[config.mk]
export PLATFORM = sky130hd
export DESIGN_NAME = button_conditioner_flat
export DESIGN_NICKNAME = d
export VERILOG_FILES = /design/src/rtl/button_conditioner_if.sv /design/src/rtl/button_conditioner.sv /design/src/flat_wrapper.sv
export SDC_FILE = /design/constraint.sdc
export NUM_CORES = 1
export LEC_CHECK = 0
export ABC_AREA = 1
export BUFFER_PORTS_ARGS = -buffer_cell sky130_fd_sc_hd__buf_2
export CORE_ASPECT_RATIO = 1.2
export CORE_MARGIN = 3
export CORE_UTILIZATION = 40
export CTS_BUF_LIST = sky130_fd_sc_hd__clkbuf_8 sky130_fd_sc_hd__clkbuf_16
export DETAILED_ROUTE_END_ITERATION = 10
export PLACE_DENSITY_LB_ADDON = 0.3
export SYNTH_ARGS = -nofsm -noshare
export SYNTH_HDL_FRONTEND = slang
export SYNTH_SLANG_ARGS = --single-unit
[constraint.sdc]
create_clock -name clk -period 2.3 [get_ports clk]
set_input_delay 0.115 -clock clk [delete_from_list [all_inputs] [get_ports clk]]
set_output_delay 0.115 -clock clk [all_outputs]
set_load 0.02 [all_outputs]
[src/rtl/button_conditioner_if.sv]
// Button conditioner bus: raw board-side inputs and the frame-aligned player controls.
interface button_conditioner_if;
  logic [5:0] btn_raw;
  logic       vsync;
  logic       left;
  logic       right;
  logic       up;
  logic       down;
  logic       chop;
  logic       carry;

  modport master (
    output btn_raw, vsync,
    input  left, right, up, down, chop, carry
  );

  modport slave (
    input  btn_raw, vsync,
    output left, right, up, down, chop, carry
  );
endinterface

[src/rtl/button_conditioner.sv]
// Synchronise, debounce and frame-align the six push buttons; chop/carry become one-frame pulses.
// Optional OPPOSING_CANCEL_EN: opposing direction pairs held together are both suppressed.
module button_conditioner #(
  parameter int unsigned DEBOUNCE_CYCLES = 650000,
  parameter int unsigned CNT_W           = 20
) (
  input logic                 clk,
  input logic                 reset,
  button_conditioner_if.slave bus
);

  localparam logic [CNT_W-1:0] CNT_LAST = CNT_W'(DEBOUNCE_CYCLES - 1);

  logic [5:0]       btn_s1, btn_s2;
  logic             vsync_s1, vsync_s2, vsync_s3;
  logic [5:0]       stable;
  logic [CNT_W-1:0] cnt [6];
  logic [1:0]       act_d;
  logic             chop_pend, carry_pend;
  logic             fb, press_chop, press_carry;
  logic [3:0]       dir_next;
  logic [3:0]       dir_q;
  logic             chop_q, carry_q;

  always_ff @(posedge clk) begin
    if (reset) begin
      btn_s1   <= '0;
      btn_s2   <= '0;
      vsync_s1 <= 1'b0;
      vsync_s2 <= 1'b0;
      vsync_s3 <= 1'b0;
    end else begin
      btn_s1   <= bus.btn_raw;
      btn_s2   <= btn_s1;
      vsync_s1 <= bus.vsync;
      vsync_s2 <= vsync_s1;
      vsync_s3 <= vsync_s2;
    end
  end

  always_ff @(posedge clk) begin
    if (reset) begin
      stable <= '0;
      act_d  <= '0;
      for (int unsigned i = 0; i < 6; i++) cnt[i] <= '0;
    end else begin
      act_d <= stable[5:4];
      for (int unsigned i = 0; i < 6; i++) begin
        if (btn_s2[i] == stable[i]) begin
          cnt[i] <= '0;
        end else if (cnt[i] == CNT_LAST) begin
          stable[i] <= btn_s2[i];
          cnt[i]    <= '0;
        end else begin
          cnt[i] <= cnt[i] + CNT_W'(1);
        end
      end
    end
  end

  always_comb begin
    fb          = vsync_s2 & ~vsync_s3;
    press_chop  = stable[4] & ~act_d[0];
    press_carry = stable[5] & ~act_d[1];
    dir_next    = stable[3:0];
`ifdef OPPOSING_CANCEL_EN
    if (stable[0] & stable[1]) dir_next[1:0] = '0;
    if (stable[2] & stable[3]) dir_next[3:2] = '0;
`endif
  end

  // Pending is cleared by fb but re-set by a same-cycle press, so a colliding press lands next frame.
  always_ff @(posedge clk) begin
    if (reset) begin
      dir_q      <= '0;
      chop_q     <= 1'b0;
      carry_q    <= 1'b0;
      chop_pend  <= 1'b0;
      carry_pend <= 1'b0;
    end else begin
      if (fb) begin
        dir_q   <= dir_next;
        chop_q  <= chop_pend;
        carry_q <= carry_pend;
      end
      chop_pend  <= (chop_pend  & ~fb) | press_chop;
      carry_pend <= (carry_pend & ~fb) | press_carry;
    end
  end

  assign bus.left  = dir_q[0];
  assign bus.right = dir_q[1];
  assign bus.up    = dir_q[2];
  assign bus.down  = dir_q[3];
  assign bus.chop  = chop_q;
  assign bus.carry = carry_q;

endmodule

[src/flat_wrapper.sv]
// flat-port wrapper written by rule: the top's interface ports become plain ports
module button_conditioner_flat 
#(
  parameter int unsigned DEBOUNCE_CYCLES = 650000,
  parameter int unsigned CNT_W           = 20
)
  (clk, reset, bus_btn_raw, bus_vsync, bus_left, bus_right, bus_up, bus_down, bus_chop, bus_carry);
  button_conditioner_if bus_i ();
  input logic clk;
  input logic reset;
  input wire logic [$bits(bus_i.btn_raw)-1:0] bus_btn_raw;
  input wire logic [$bits(bus_i.vsync)-1:0] bus_vsync;
  output wire logic [$bits(bus_i.left)-1:0] bus_left;
  output wire logic [$bits(bus_i.right)-1:0] bus_right;
  output wire logic [$bits(bus_i.up)-1:0] bus_up;
  output wire logic [$bits(bus_i.down)-1:0] bus_down;
  output wire logic [$bits(bus_i.chop)-1:0] bus_chop;
  output wire logic [$bits(bus_i.carry)-1:0] bus_carry;
  assign bus_i.btn_raw = bus_btn_raw;
  assign bus_i.vsync = bus_vsync;
  assign bus_left = bus_i.left;
  assign bus_right = bus_i.right;
  assign bus_up = bus_i.up;
  assign bus_down = bus_i.down;
  assign bus_chop = bus_i.chop;
  assign bus_carry = bus_i.carry;
  button_conditioner #(.DEBOUNCE_CYCLES(DEBOUNCE_CYCLES), .CNT_W(CNT_W)) u_core (.clk(clk), .reset(reset), .bus(bus_i));
endmodule
==> results.cfg <==
[global_routing]
grt_overflow = 0
grt_pass1_wl_um = 29300
antenna_found_initial = 0
track_usage = 0.151
grt_max_degree = 22
grt_pass1_vias = 6639

[logic_synthesis]
synth_edf_count = 120
ys_ff_latch = 151
yosysTopAreaCell = edfxtp_1
ys.warnings.count = 0
syn_avg_cell_area_um2 = 7.78
syn_area_um2 = 8510
yosysSeqAreaShare = 0.496
async_reset_ff_frac = 0
synth_top_area_frac = 0.423
synthTopCellsByArea = edfxtp_1 42%, nor2_1 12%, nand2_1 11%
synth-main-ff-cell = edfxtp_1
synth_cells = 1094
synth.distinct_cells = 33

[floorplan]
die_x_um = 139
fp.dieH_um = 166
initial_utilization = 0.413
rows = 57
die-area_um2 = 23100
ioPinCount = 15
core_area_um2 = 20600

[hold_path]
hold_class = primary input to flop

[power]
seq_power_share = 0.527
power_w = 0.00602
pwr-share-clk = 0.425
ir_drop_v = 0.000570
p_switching_w = 0.00134
p_leak_nw = 3.89
p_comb_frac = 0.048
p_sw_frac = 0.222
power.internal_w = 0.00468
power_density_nw_per_um2 = 607

[placement]
gp_congestion = 0.842
io_buffers = 14
hpwl_um = 12600

[worst_setup_path]
worstReg2RegEnd = u_core.cnt[4][17]
critPathRequiredTime_ns = 2.47
r2r_setup_slack_ns = 0.49
cp_slowest_cell = edfxtp_1
worst-r2r-cell-count = 7
critPathKind = flop to flop
crit_end = u_core.cnt[4][17]
endpoint_kind = flop
cp.arrival_ns = 1.97
path_cells = ha_1 > nand3_1 > nor2_1 > nand3_1 > o21ai_1 > buf_4 > nor2_1
startpoint_type = flop
worstPathMaxFanout = 20
worst-path-stages = 7
crit_buf_inv = 1
crit_start = u_core.cnt[4][0]
slowest_delay_ns = 0.38
crit_family = simple AND/OR/NAND/NOR gates
rr_startpoint = u_core.cnt[4][0]

[clock_tree]
postCtsResizedCells = 0
cts_buffers = 17
root_buffer = clkbuf_16
cts_tree = done
cts.sinks = 151
clock_path_buffers = 2
clk_latency_ns = 0.42
cts.clk_slew.worst_paths_ns = 0.06
cts_htree_levels = 4

[sta]
hold_violations = 0
clock_skew_ns = 0.00667
fin_crit_sh = 0.785
rsz0062_at_grt = no
finalCriticalPeriod_ns = 1.81
drv_slew = 0
max_freq_ghz = 0.554
fin_tns_setup_ns = 0
final-setup-viol-count = 0

[detailed_routing]
drt_iter0_markers = 329
wire_per_inst_um = 10.9
drc = 0
ant_nets = 0
routed_via_density = 4.56
firstDrtPassIters = 5
wirelength_um = 16600
vias = 6947

[final_layout]
nFillCells = 2042
area_delta_synth_final_pct = 16.5
final_nets = 1260
num_antenna_cells = 0
drive_gt1_frac = 0.0612

[outcome]
outcome = complete, no violations

[run]
max_cap_violations = 0
## worst min-delay path by stage
stage                       end           start  cells after the start
2_1_floorplan  u_core.btn_s1[0]  bus_btn_raw[0]                      2
3_3_place_gp   u_core.btn_s1[4]  bus_btn_raw[4]                      3
3_5_place_dp   u_core.btn_s1[4]  bus_btn_raw[4]                      3
4_1_cts        u_core.stable[2]           reset                      4
5_1_grt        u_core.stable[5]           reset                      4
6_report       u_core.stable[3]           reset                      4
## flip-flops by register name, indices dropped and copies added (netlist names), 2 cells and up
signal and flops:
u_core.cnt 120, u_core.dir_q 4, u_core.act_d 2, u_core.btn_s1 6, u_core.btn_s2 6, u_core.stable 6
## power groups by stage
| stage | combinational (W) | sequential, W | clock [W] |
|---|---|---|---|
| after floorplan | 0.000223 | 0.00320 | 0 |
| after global placement | 0.000274 | 0.00322 | 0 |
| after detailed placement | 0.000277 | 0.00323 | 0 |
| after CTS | 0.000287 | 0.00317 | 0.00264 |
| after global routing | 0.000344 | 0.00319 | 0.00277 |
| final | 0.000290 | 0.00317 | 0.00256 |
## cell usage after synthesis (2+ instances only)
library cell	count
nor2_1	270
nor2_2	17
a21oi_1	58
xor2_1	30
nand2_2	3
ha_1	6
clkbuf_1	2
edfxtp_1	120
or2_0	9
buf_4	3
inv_1	118
nand4_1	17
nor2_4	2
dfxtp_1	31
nand3_1	75
nand3_2	6
buf_2	3
nor3_1	11
nand2_1	259
buf_6	2
o21ai_0	19
or2_2	3
xnor2_1	20
## cells by family (layout without fill, tap and decap cells)
group / Yosys count / count (layout) / synth area share
AOI/OAI and AO/OA: 79 / 79 / 0.0469
other: 1 / 120 / 0.000440
and+or+nand+nor: 675 / 675 / 0.332
adders and majority gates: 6 / 6 / 0.00882
xor gates and xnor gates: 50 / 50 / 0.0514
buffers and inverters: 132 / 177 / 0.0638
DFF: 151 / 151 / 0.496
## per-layer routing
metal | part of all wire | track usage | routed length, um
met5 | 0 | 0 | 0
met4 | 0.019 | 0.0506 | 318
met3 | 0.027 | 0.0308 | 451
met2 | 0.49 | 0.259 | 8130
met1 | 0.46 | 0.190 | 7670
## cells in the final DEF, fill, tap and decap left out
master	synthesis	final
dlygate4sd3_1	0	7
nand3_1	75	75
or2_0	9	9
xnor2_1	20	20
nand2_1	259	259
nor2_2	17	17
buf_2	3	14
nand3_2	6	6
or2_2	3	3
o21ai_0	19	19
inv_2	1	1
a21oi_2	1	1
edfxtp_1	120	120
ha_1	6	6
o21ai_1	1	1
nand2_4	1	1
clkbuf_8	0	4
a21oi_1	58	58
nand4_1	17	17
xor2_1	30	30
inv_1	118	126
conb_1	1	120
nand2_2	3	3
nor3_1	11	11
nor2_4	2	2
buf_4	3	5
dfxtp_1	31	31
nand3b_1	1	1
inv_4	0	1
clkinv_2	0	1
clkbuf_16	0	18
and2_1	1	1
nor2_1	270	270
## repair_timing
| item | CTS | global route |
|---|---|---|
| buffers inserted | 0 | 0 |
| endpoints found under the hold margin | 7 | 0 |
| hold buffers | 7 | 0 |
## stage by stage
| step | area, um^2 | setup slack, ns | util | hold WS, ns | std cells |
|---|---|---|---|---|---|
| 6_report | 9920 | 0.494 | 0.481 | 0.118 | 1523 |
| 5_1_grt | 9920 | 0.317 | 0.481 | 0.144 | 1523 |
| 4_1_cts | 9920 | 0.471 | 0.481 | 0.109 | 1523 |
| 3_5_place_dp | 9300 | 0.476 | 0.451 | 0.342 | 1484 |
| 3_3_place_gp | 9300 | 0.545 | 0.451 | 0.337 | 1484 |
| 2_1_floorplan | 8960 | 0.660 | - | 0.222 | 1213 |
## final cells by class
type	count	area, um^2	area share
flip-flops and latches	151	4220	0.426
inverters	119	447	0.0450
repair buffers	26	178	0.0179
well taps	265	332	0.0334
clock buffers	22	505	0.0510
clock inverters	10	41.3	0.00416
multi-input cells	930	4190	0.423
## worst min-delay path, stage by stage
cell and delay (ns):
buf_2 0.12, inv_2 0.12, nand2_1 0.10, nor2_1 0.03
Note: power is estimated with default switching activity, not from simulation.
